File: src/rtl/cpu_pkg.sv
// Shared definitions for the 8-bit CPU front end: opcodes, instruction field
// positions, decoded field struct and the issue sequencer state encoding.
package cpu_pkg;

    localparam logic [2:0] OP_ADD = 3'b000;
    localparam logic [2:0] OP_SUB = 3'b001;
    localparam logic [2:0] OP_AND = 3'b010;
    localparam logic [2:0] OP_OR  = 3'b011;
    localparam logic [2:0] OP_XOR = 3'b100;
    localparam logic [2:0] OP_MUL = 3'b101;
    localparam logic [2:0] OP_DIV = 3'b110;
    localparam logic [2:0] OP_CMP = 3'b111;

    // Instruction word: [15:13] opcode, [12:11] rd, [10:9] rs, [8] imm_sel, [7:0] imm
    localparam int OPC_LSB     = 13;
    localparam int RD_LSB      = 11;
    localparam int RS_LSB      = 9;
    localparam int IMM_SEL_BIT = 8;
    localparam int IMM_LSB     = 0;

    typedef struct packed {
        logic [2:0] opcode;
        logic [1:0] rd;
        logic [1:0] rs;
        logic       imm_sel;
        logic [7:0] imm;
    } instr_fields_t;

    typedef enum logic [2:0] {
        ST_IDLE      = 3'd0,
        ST_FETCH     = 3'd1,
        ST_ISSUE     = 3'd2,
        ST_WAIT      = 3'd3,
        ST_DONE      = 3'd4,
        ST_STEP_HOLD = 3'd5
    } seq_state_t;

    function automatic logic is_multi_cycle(input logic [7:0] mask, input logic [2:0] opc);
        return mask[opc];
    endfunction

endpackage

File: src/rtl/instr_issue_seq_if.sv
// Bus bundle between the issue sequencer, program memory and the control/ALU side.
interface instr_issue_seq_if #(
    parameter int ADDR_W = 8
);
    // imem: imem_req is the valid, held until imem_ack (the ready) is seen high in
    // the same cycle; ack may coincide with the first req cycle, ack while req=0 is
    // meaningless. Issue: op_valid is a one-cycle pulse with no back-pressure;
    // alu_done is the completion pulse for multi-cycle opcodes.
    logic              imem_req;
    logic [ADDR_W-1:0] imem_addr;
    logic              imem_ack;
    logic [15:0]       imem_rdata;
    logic [2:0]        opcode;
    logic [1:0]        rd;
    logic [1:0]        rs;
    logic              imm_sel;
    logic [7:0]        imm;
    logic              op_valid;
    logic              alu_done;

    modport master (
        output imem_req, imem_addr, opcode, rd, rs, imm_sel, imm, op_valid,
        input  imem_ack, imem_rdata, alu_done
    );

    modport slave (
        input  imem_req, imem_addr, opcode, rd, rs, imm_sel, imm, op_valid,
        output imem_ack, imem_rdata, alu_done
    );
endinterface

File: src/rtl/instr_field_split.sv
// Combinational split of a 16-bit instruction word into its decoded fields.
module instr_field_split
    import cpu_pkg::*;
(
    input  logic [15:0]   i_word,
    output instr_fields_t o_fields
);
    always_comb begin
        o_fields.opcode  = i_word[OPC_LSB +: 3];
        o_fields.rd      = i_word[RD_LSB +: 2];
        o_fields.rs      = i_word[RS_LSB +: 2];
        o_fields.imm_sel = i_word[IMM_SEL_BIT];
        o_fields.imm     = i_word[IMM_LSB +: 8];
    end
endmodule

File: src/rtl/instr_issue_seq.sv
// Instruction fetch/issue sequencer feeding control_unit; stalls on multi-cycle ALU ops.
// Optional single-step mode (STEP_HOLD state, step input) enabled by SINGLE_STEP_EN.
module instr_issue_seq
    import cpu_pkg::*;
#(
    parameter int              ADDR_W    = 8,
    parameter logic [ADDR_W-1:0] LAST_ADDR = {ADDR_W{1'b1}},
    parameter logic [7:0]      MC_MASK   = (8'b1 << OP_MUL) | (8'b1 << OP_DIV)
) (
    input  logic               clk,
    input  logic               rst,
    input  logic               start,
`ifdef SINGLE_STEP_EN
    input  logic               step,
`endif
    instr_issue_seq_if.master  bus,
    output logic               busy,
    output logic               done,
    output seq_state_t         o_dbg_state
);
    localparam logic [ADDR_W-1:0] PC_ONE = {{(ADDR_W-1){1'b0}}, 1'b1};

    seq_state_t        r_state;
    seq_state_t        w_next_state;
    seq_state_t        w_adv_state;
    logic [ADDR_W-1:0] r_pc;
    logic [ADDR_W-1:0] w_next_pc;
    logic [ADDR_W-1:0] w_adv_pc;
    instr_fields_t     r_fields;
    instr_fields_t     w_fetched;
    logic              w_last;
    logic              w_mc;

    instr_field_split u_split (
        .i_word   (bus.imem_rdata),
        .o_fields (w_fetched)
    );

    assign w_last = (r_pc == LAST_ADDR);
    assign w_mc   = is_multi_cycle(MC_MASK, r_fields.opcode);

    // Where execution goes once the current instruction has retired.
    always_comb begin
        if (w_last) begin
            w_adv_state = ST_DONE;
            w_adv_pc    = r_pc;
        end else begin
            w_adv_state = ST_FETCH;
            w_adv_pc    = r_pc + PC_ONE;
        end
    end

    always_ff @(posedge clk) begin
        if (rst) begin
            r_state  <= ST_IDLE;
            r_pc     <= '0;
            r_fields <= '0;
        end else begin
            r_state <= w_next_state;
            r_pc    <= w_next_pc;
            if (r_state == ST_FETCH && bus.imem_ack) begin
                r_fields <= w_fetched;
            end
        end
    end

    always_comb begin
        w_next_state = r_state;
        w_next_pc    = r_pc;
        case (r_state)
            ST_IDLE, ST_DONE: begin
                if (start) begin
                    w_next_state = ST_FETCH;
                    w_next_pc    = '0;
                end
            end
            ST_FETCH: begin
                if (bus.imem_ack) begin
                    w_next_state = ST_ISSUE;
                end
            end
            ST_ISSUE: begin
                if (w_mc) begin
                    w_next_state = ST_WAIT;
                end else begin
`ifdef SINGLE_STEP_EN
                    w_next_state = ST_STEP_HOLD;
`else
                    w_next_state = w_adv_state;
                    w_next_pc    = w_adv_pc;
`endif
                end
            end
            ST_WAIT: begin
                if (bus.alu_done) begin
`ifdef SINGLE_STEP_EN
                    w_next_state = ST_STEP_HOLD;
`else
                    w_next_state = w_adv_state;
                    w_next_pc    = w_adv_pc;
`endif
                end
            end
`ifdef SINGLE_STEP_EN
            // pc is untouched while holding, so the deferred transition is recomputed here.
            ST_STEP_HOLD: begin
                if (step) begin
                    w_next_state = w_adv_state;
                    w_next_pc    = w_adv_pc;
                end
            end
`endif
            default: begin
                w_next_state = ST_IDLE;
            end
        endcase
    end

    assign bus.imem_req  = (r_state == ST_FETCH);
    assign bus.imem_addr = r_pc;
    assign bus.opcode    = r_fields.opcode;
    assign bus.rd        = r_fields.rd;
    assign bus.rs        = r_fields.rs;
    assign bus.imm_sel   = r_fields.imm_sel;
    assign bus.imm       = r_fields.imm;
    assign bus.op_valid  = (r_state == ST_ISSUE);
    assign busy          = (r_state != ST_IDLE) && (r_state != ST_DONE);
    assign done          = (r_state == ST_DONE);
    assign o_dbg_state   = r_state;

endmodule

File: src/flat_wrapper.sv
// flat-port wrapper written by rule: the top's interface ports become plain ports
module instr_issue_seq_flat import cpu_pkg::*;
#(
    parameter int              ADDR_W    = 8,
    parameter logic [ADDR_W-1:0] LAST_ADDR = {ADDR_W{1'b1}},
    parameter logic [7:0]      MC_MASK   = (8'b1 << OP_MUL) | (8'b1 << OP_DIV)
)
  (clk, rst, start, busy, done, o_dbg_state, bus_imem_req, bus_imem_addr, bus_opcode, bus_rd, bus_rs, bus_imm_sel, bus_imm, bus_op_valid, bus_imem_ack, bus_imem_rdata, bus_alu_done);
  instr_issue_seq_if #(.ADDR_W(ADDR_W)) bus_i ();
  input  logic clk;
  input  logic rst;
  input  logic start;
  output logic busy;
  output logic done;
  output seq_state_t o_dbg_state;
  output wire logic [$bits(bus_i.imem_req)-1:0] bus_imem_req;
  output wire logic [$bits(bus_i.imem_addr)-1:0] bus_imem_addr;
  output wire logic [$bits(bus_i.opcode)-1:0] bus_opcode;
  output wire logic [$bits(bus_i.rd)-1:0] bus_rd;
  output wire logic [$bits(bus_i.rs)-1:0] bus_rs;
  output wire logic [$bits(bus_i.imm_sel)-1:0] bus_imm_sel;
  output wire logic [$bits(bus_i.imm)-1:0] bus_imm;
  output wire logic [$bits(bus_i.op_valid)-1:0] bus_op_valid;
  input wire logic [$bits(bus_i.imem_ack)-1:0] bus_imem_ack;
  input wire logic [$bits(bus_i.imem_rdata)-1:0] bus_imem_rdata;
  input wire logic [$bits(bus_i.alu_done)-1:0] bus_alu_done;
  assign bus_imem_req = bus_i.imem_req;
  assign bus_imem_addr = bus_i.imem_addr;
  assign bus_opcode = bus_i.opcode;
  assign bus_rd = bus_i.rd;
  assign bus_rs = bus_i.rs;
  assign bus_imm_sel = bus_i.imm_sel;
  assign bus_imm = bus_i.imm;
  assign bus_op_valid = bus_i.op_valid;
  assign bus_i.imem_ack = bus_imem_ack;
  assign bus_i.imem_rdata = bus_imem_rdata;
  assign bus_i.alu_done = bus_alu_done;
  instr_issue_seq #(.ADDR_W(ADDR_W), .LAST_ADDR(LAST_ADDR), .MC_MASK(MC_MASK)) u_core (.clk(clk), .rst(rst), .start(start), .bus(bus_i), .busy(busy), .done(done), .o_dbg_state(o_dbg_state));
endmodule
File: config.mk
export PLATFORM = sky130hd
export DESIGN_NAME = instr_issue_seq_flat
export DESIGN_NICKNAME = d
export VERILOG_FILES = /design/src/rtl/cpu_pkg.sv /design/src/rtl/instr_issue_seq_if.sv /design/src/rtl/instr_field_split.sv /design/src/rtl/instr_issue_seq.sv /design/src/flat_wrapper.sv
export SDC_FILE = /design/constraint.sdc
export NUM_CORES = 1
export LEC_CHECK = 0
export ABC_AREA = 1
export CAP_MARGIN = 0
export CORE_MARGIN = 5
export CORE_UTILIZATION = 30
export DETAILED_ROUTE_END_ITERATION = 6
export DONT_BUFFER_PORTS = 1
export GPL_ROUTABILITY_DRIVEN = 0
export PLACE_DENSITY_LB_ADDON = 0.12
export SKIP_CTS_REPAIR_TIMING = 1
export SYNTH_ARGS = -nofsm -noshare
export SYNTH_HDL_FRONTEND = slang
export SYNTH_HIERARCHICAL = 1
export SYNTH_SLANG_ARGS = --single-unit
File: constraint.sdc
create_clock -name clk -period 1.8 [get_ports clk]
set_input_delay 0.18 -clock clk [delete_from_list [all_inputs] [get_ports clk]]
set_output_delay 0.18 -clock clk [all_outputs]
set_load 0.01 [all_outputs]
# After elaboration in Yosys (flattened, before gate mapping)
# Memories as Yosys holds them, arrays and structs flattened. A register that Yosys moved wholly into a read port is not among the register bits.
# Cells that the tools add are included.
[totals]
ff_bits = 27
romBits = 8
inputBits = 21
out_inout_bits = 31
word_cells = 42
memories = 1
[mem_list]
columns = ["name", "depth", "word_bits", "rd", "rd_clocked_by_memory_dff", "write_ports", "line", "source"]
rows = [
  ["(name not given)", 8, 1, 1, 1, 0, "cpu_pkg.sv:39", "return mask[opc];"],
]
[classes]
addsub = 1
order_cmp = 1
eq_ne = 10
n_mux = 14
n_reduce_logical = 8
[ops]
columns = ["op", "n"]
rows = [
  ["2-to-1 mux 8 bit", 4],
  ["case mux 8 bit (3 select lines)", 1],
  ["2-to-1 mux 3 bit", 7],
  ["case mux 3 bit (4 select lines)", 1],
  ["adder 8 x 1 -> 8 bit, second input constant", 1],
  ["== test 8 bit, second input constant", 1],
  ["== test 3 x 2 -> 1 bit, second input constant", 2],
  ["!= test 2 bit, second input constant", 3],
  ["nonzero test 3 bit", 2],
  ["less-than comparator 3 x 4 -> 1 bit, second input constant", 1],
  ["AND reduction 4 bit", 1],
  ["== test 3 x 1 -> 1 bit, second input constant", 1],
  ["== test 3 bit, second input constant", 1],
  ["logical NOT 3 bit", 1],
  ["!= test 3 bit, second input constant", 1],
  ["AND reduction 3 bit", 1],
  ["logical AND 1 bit", 2],
  ["!= test 2 x 1 -> 1 bit, second input constant", 1],
  ["OR reduction 2 bit", 1],
  ["2-to-1 mux 1 bit", 1],
]

# Depth between registers and ports, before layout
[logic_depth]
depth_word = 4
ltp_mapped = 10
ltp_nobuf = 10

# Hierarchy
# The synthesis kept the hierarchy.
[modules_own_cells]
columns = ["mod", "instances", "cells_each", "area_each_um2"]
rows = [
  ["instr_issue_seq", 1, 199, 1357.6],
  ["instr_field_split", 1, 16, 120.1],
]

# Worst setup path before layout
# OpenSTA, ideal clock, no wires.
[synth_path]
path_kind = "reg2reg"
start = "register u_core.r_pc[0] (netlist: u_core/bus.imem_addr[0])"
end = "register u_core.r_pc[6] (netlist: u_core/bus.imem_addr[6])"
setup_ns = 0.113
t_arrival_ns = 1.344
t_required_ns = 1.687
slack_ns = 0.343
path_stages_with_launch = 9
path_buffers = 0
synth_period_minus_slack_ns = 1.457
cell_sequence = "dfxtp_1 > ha_1 > nand2_1 > nor2_1 > nand3_2 > nand3_1 > clkinv_1 > nand2_1 > nand2_1"
[synth_between]
elab_chain_len = 4
elab_cells_between_ends = 6
[synth_lines]
columns = ["item", "line", "source"]
rows = [
  ["start: declaration", "instr_issue_seq.sv:26", "logic [ADDR_W-1:0] r_pc;"],
  ["start signal: assignment", "instr_issue_seq.sv:60", "r_pc <= w_next_pc;"],
  ["adder 8 x 1 -> 8 bit / == test 8 bit (equally long branches)", "instr_issue_seq.sv:49, instr_issue_seq.sv:39", ""],
  ["2-to-1 mux 8 bit (*)", "instr_issue_seq.sv:44", "if (w_last) begin"],
  ["2-to-1 mux 8 bit (on tied branches)", "instr_issue_seq.sv:95, instr_issue_seq.sv:83", ""],
  ["case mux 8 bit (3 select lines) (*)", "instr_issue_seq.sv:70", "case (r_state)"],
]
# Every way passes the cells marked *; elsewhere a longest branch is shown, timed or not. The select of a mux whose other input is x is not followed.
# A chain may end at the register's enable or synchronous reset.

# Worst setup path after layout
[layout_path]
start = "register u_core.r_state[1] (netlist: u_core/o_dbg_state[1])"
end = "register u_core.r_pc[3] (netlist: u_core/bus.imem_addr[3])"
[layout_between]
elab_chain_len = 4
elab_cells_between_ends = 11
[layout_lines]
columns = ["item", "line", "source"]
rows = [
  ["start: declaration", "instr_issue_seq.sv:23", "seq_state_t r_state;"],
  ["start signal: assignment", "instr_issue_seq.sv:59", "r_state <= w_next_state;"],
  ["== test 3 bit / logical NOT 3 bit (equally long branches)", "instr_issue_seq.sv:70", ""],
  ["OR reduction 2 bit", "instr_issue_seq.sv:70", ""],
  ["!= test 2 bit (no source line) / nonzero test 3 bit (equally long branches)", "--", ""],
  ["AND reduction 4 bit (no source line)", "--", ""],
]
# Several ways; a longest one is shown, not always the timed one.

==> impl_metrics.toml <==
[logic_synthesis]
synth_mux_area_frac = 0
yosys_register_bits = 28
synth_compound_area_frac = 0.0931
syn-num-nets = 237
ys_types = 24
yosys.area_share.simple = 0.359
synthAdderAreaFrac = 0.00847
yosysWarnings = 6
seq_area_frac_synth = 0.379
synth_top_family_by_area = "simple AND/OR/NAND/NOR gates"
synth-xor-area-share = 0
netlist_area_sq_mm = 0.00148
synth.avg_cell_area_sq_um = 6.87
syn_inst = 215

[critical_path]
start_kind = "flop"
worst_r2r_startpoint = "u_core/o_dbg_state[1]"
critical_path_arrival_ns = 1.71
crit_required_ns = 1.99
worstRegToRegCells = 9
critPathSlowestCell = "dfxtp_1"
r2r_slack_ns = 0.27
cp_max_fo = 8
r2r_end = "u_core/bus.imem_addr[3]"
crit_type = "flop to flop"
cpPeakStageDelay_ns = 0.50
critPathCaptureType = "flop"
cp_cell_sequence = "nand2_1 -> nand2_2 -> nand2_2 -> nor2_8 -> nand2_4 -> nand2_2 -> nand2_1 -> nand2_1 -> inv_1"

[finish]
layout_commonest_cell = "nor2_1"
area_growth_syn_to_layout_pct = 5.50
final_core_util = 0.328
num_antenna_cells = 0
layout-drive-gt1-share = 0.158
layout_common_cells = "43 x nor2_1, 38 x nand2_1, 28 x dfxtp_1, 18 x inv_1, 13 x nand3_1"
layout.nets = 232

[clocking]
h-tree-depth = 1
cts_tree = "done"
cts_buffers = 3
clkSinkCount = 28
cts-root-buf = "clkbuf_8"
clk_transition_reported_paths_ns = 0.10
clock_path_buffers = 2
clock_latency_ns = 0.28

[floorplan]
initial_utilization = 0.311
die_h_microns = 80.2
die_x_microns = 80.2
coreArea_sq_mm = 0.00475
ioPinCount = 52
die_area_sq_mm = 0.00643
core.rowCount = 25

[global_routing]
track_usage = 0.115
grt_pass1_vias = 1225
grt_pass1_wl_microns = 5820
grt-ovfl-total = 0
antenna_found_initial = 0
grt_max_degree = 17

[drt]
vias = 1237
wirelength_microns = 3550
drc = 0
vias_per_cell = 4.48
drtIter0Drc = 56
firstDrtPassIters = 4
avgRoutedWirePerCell_microns = 12.9
ant_nets = 0

[sta]
setup_violations = 0
drv_slew = 0
fmax_mhz = 656
finClkSkew_ns = 0.00371
period_needed_ns = 1.53
slew_headroom = 0.769
rsz0062_at_grt = "false"
period_share = 0.847
hold_viol_final = 0
final.setup.tns_ns = 0
worst_slew_pin_slew_ns = 0.346

[pwr]
pwr-share-comb = 0.171
p_leak_nw = 0.672
p_sw_frac = 0.305
power_switching_uw = 407
internal_power_uw = 929
peakVddDrop_v = 0.000327
power.share.clock = 0.300
seqPwrFrac = 0.529
power_density_mw_per_mm2 = 857

[outcome]
status = "finished clean"

[hold_path]
hold_depth = 2
min_path_type = "primary input to flop"
hold_start = "bus_imem_rdata[15]"
holdPathEnd = "u_core/bus.opcode[2]"

[place]
place_hpwl_microns = 2750
portBuffers = 0

[flow_run]
drv_cap = 0
[cell usage after synthesis]
cell type   n  share of area
nor3_2      1         0.0068
nor2_1     43           0.11
nand3_2     3          0.020
clkbuf_1    2         0.0051
inv_1      18          0.046
buf_2       3          0.010
o21ai_1    12          0.041
nand2_4     1         0.0076
buf_4      16          0.081
clkinv_1    2         0.0051
o21ai_0     5          0.017
inv_2       5          0.013
nand2_2     4          0.017
dfxtp_1    28           0.38
nand4_1     4          0.017
nand2_1    38          0.097
ha_1        1         0.0085
nand3_1    13          0.044
o21bai_1    1         0.0051
nor2_4      2          0.015
nor3_1      1         0.0034
nor2_8      1          0.014
a21oi_1     9          0.030
nor2_2      2         0.0085
[power groups by stage]
| stage | combinational [mW] | sequential, mW | clock [mW] |
|---|---|---|---|
| after floorplan | 0.208 | 0.714 | 0 |
| after global placement | 0.229 | 0.724 | 0 |
| after detailed placement | 0.225 | 0.723 | 0 |
| after CTS | 0.226 | 0.709 | 0.437 |
| after global routing | 0.260 | 0.713 | 0.450 |
| final | 0.228 | 0.708 | 0.401 |
[layer usage]
layer | up-vias | track usage | share of wire
met5 | - | 0 | 0
met4 | 0 | 0.0338 | 0.0051
met1 | 547 | 0.138 | 0.45
met2 | 42 | 0.186 | 0.45
li1 | 646 | - | -
met3 | 2 | 0.0471 | 0.10
[logic make-up after synthesis]
logic type               count (synthesis)
AO/OA/AOI/OAI                           27
flip-flops                              28
adder cells (fa/ha/maj)                  1
buffers and inverters                   46
AND/OR/NAND/NOR                        113
[flip-flops by register name (all words and copies together) (netlist names)]
signal	count
u_core/bus.imem_addr	8
u_core/bus.rd	2
u_core/bus.imm	8
u_core/bus.opcode	3
u_core/bus.imm_sel	1
u_core/w_mc	1
u_core/bus.rs	2
u_core/o_dbg_state	3
[per-stage QoR]
stage	cell area [sq um]	hold slack (ns)	worst slack, ns	total power [mW]	instances
6_report	1560	0.0449	0.275	1.34	276
5_1_grt	1560	0.0284	0.120	1.42	276
4_1_cts	1550	-0.0599	0.266	1.37	275
3_5_place_dp	1490	0.254	0.285	0.949	271
3_3_place_gp	1490	0.257	0.242	0.953	271
2_1_floorplan	1480	0.363	0.343	0.922	215
[worst max-delay path, delay by kind of cell (launching register included)]
family                 cells  cell delay (ns)
buffers and inverters      1             0.03
DFF                        1             0.50
and+or+nand+nor            8             0.91
[worst max path at each step]
| stage | from | to | cells after the start |
|---|---|---|---|
| floorplan | u_core/bus.imem_addr[0] | u_core/bus.imem_addr[6] | 8 |
| global placement | u_core/o_dbg_state[0] | u_core/bus.imem_addr[1] | 10 |
| detailed placement | u_core/o_dbg_state[1] | u_core/bus.imem_addr[1] | 9 |
| CTS | u_core/o_dbg_state[1] | u_core/bus.imem_addr[1] | 9 |
| global route | u_core/o_dbg_state[0] | u_core/bus.imem_addr[5] | 10 |
| finish | u_core/o_dbg_state[1] | u_core/bus.imem_addr[3] | 9 |
[final cells by class]
class                   count  area [sq um]
repair buffers             11          85.1
well taps                  67          83.8
clock buffers               4          55.1
fillers                   549          3200
inverters                  25          93.8
multi-input cells         141           681
flip-flops and latches     28           561
(Power assumes the default switching activity.)
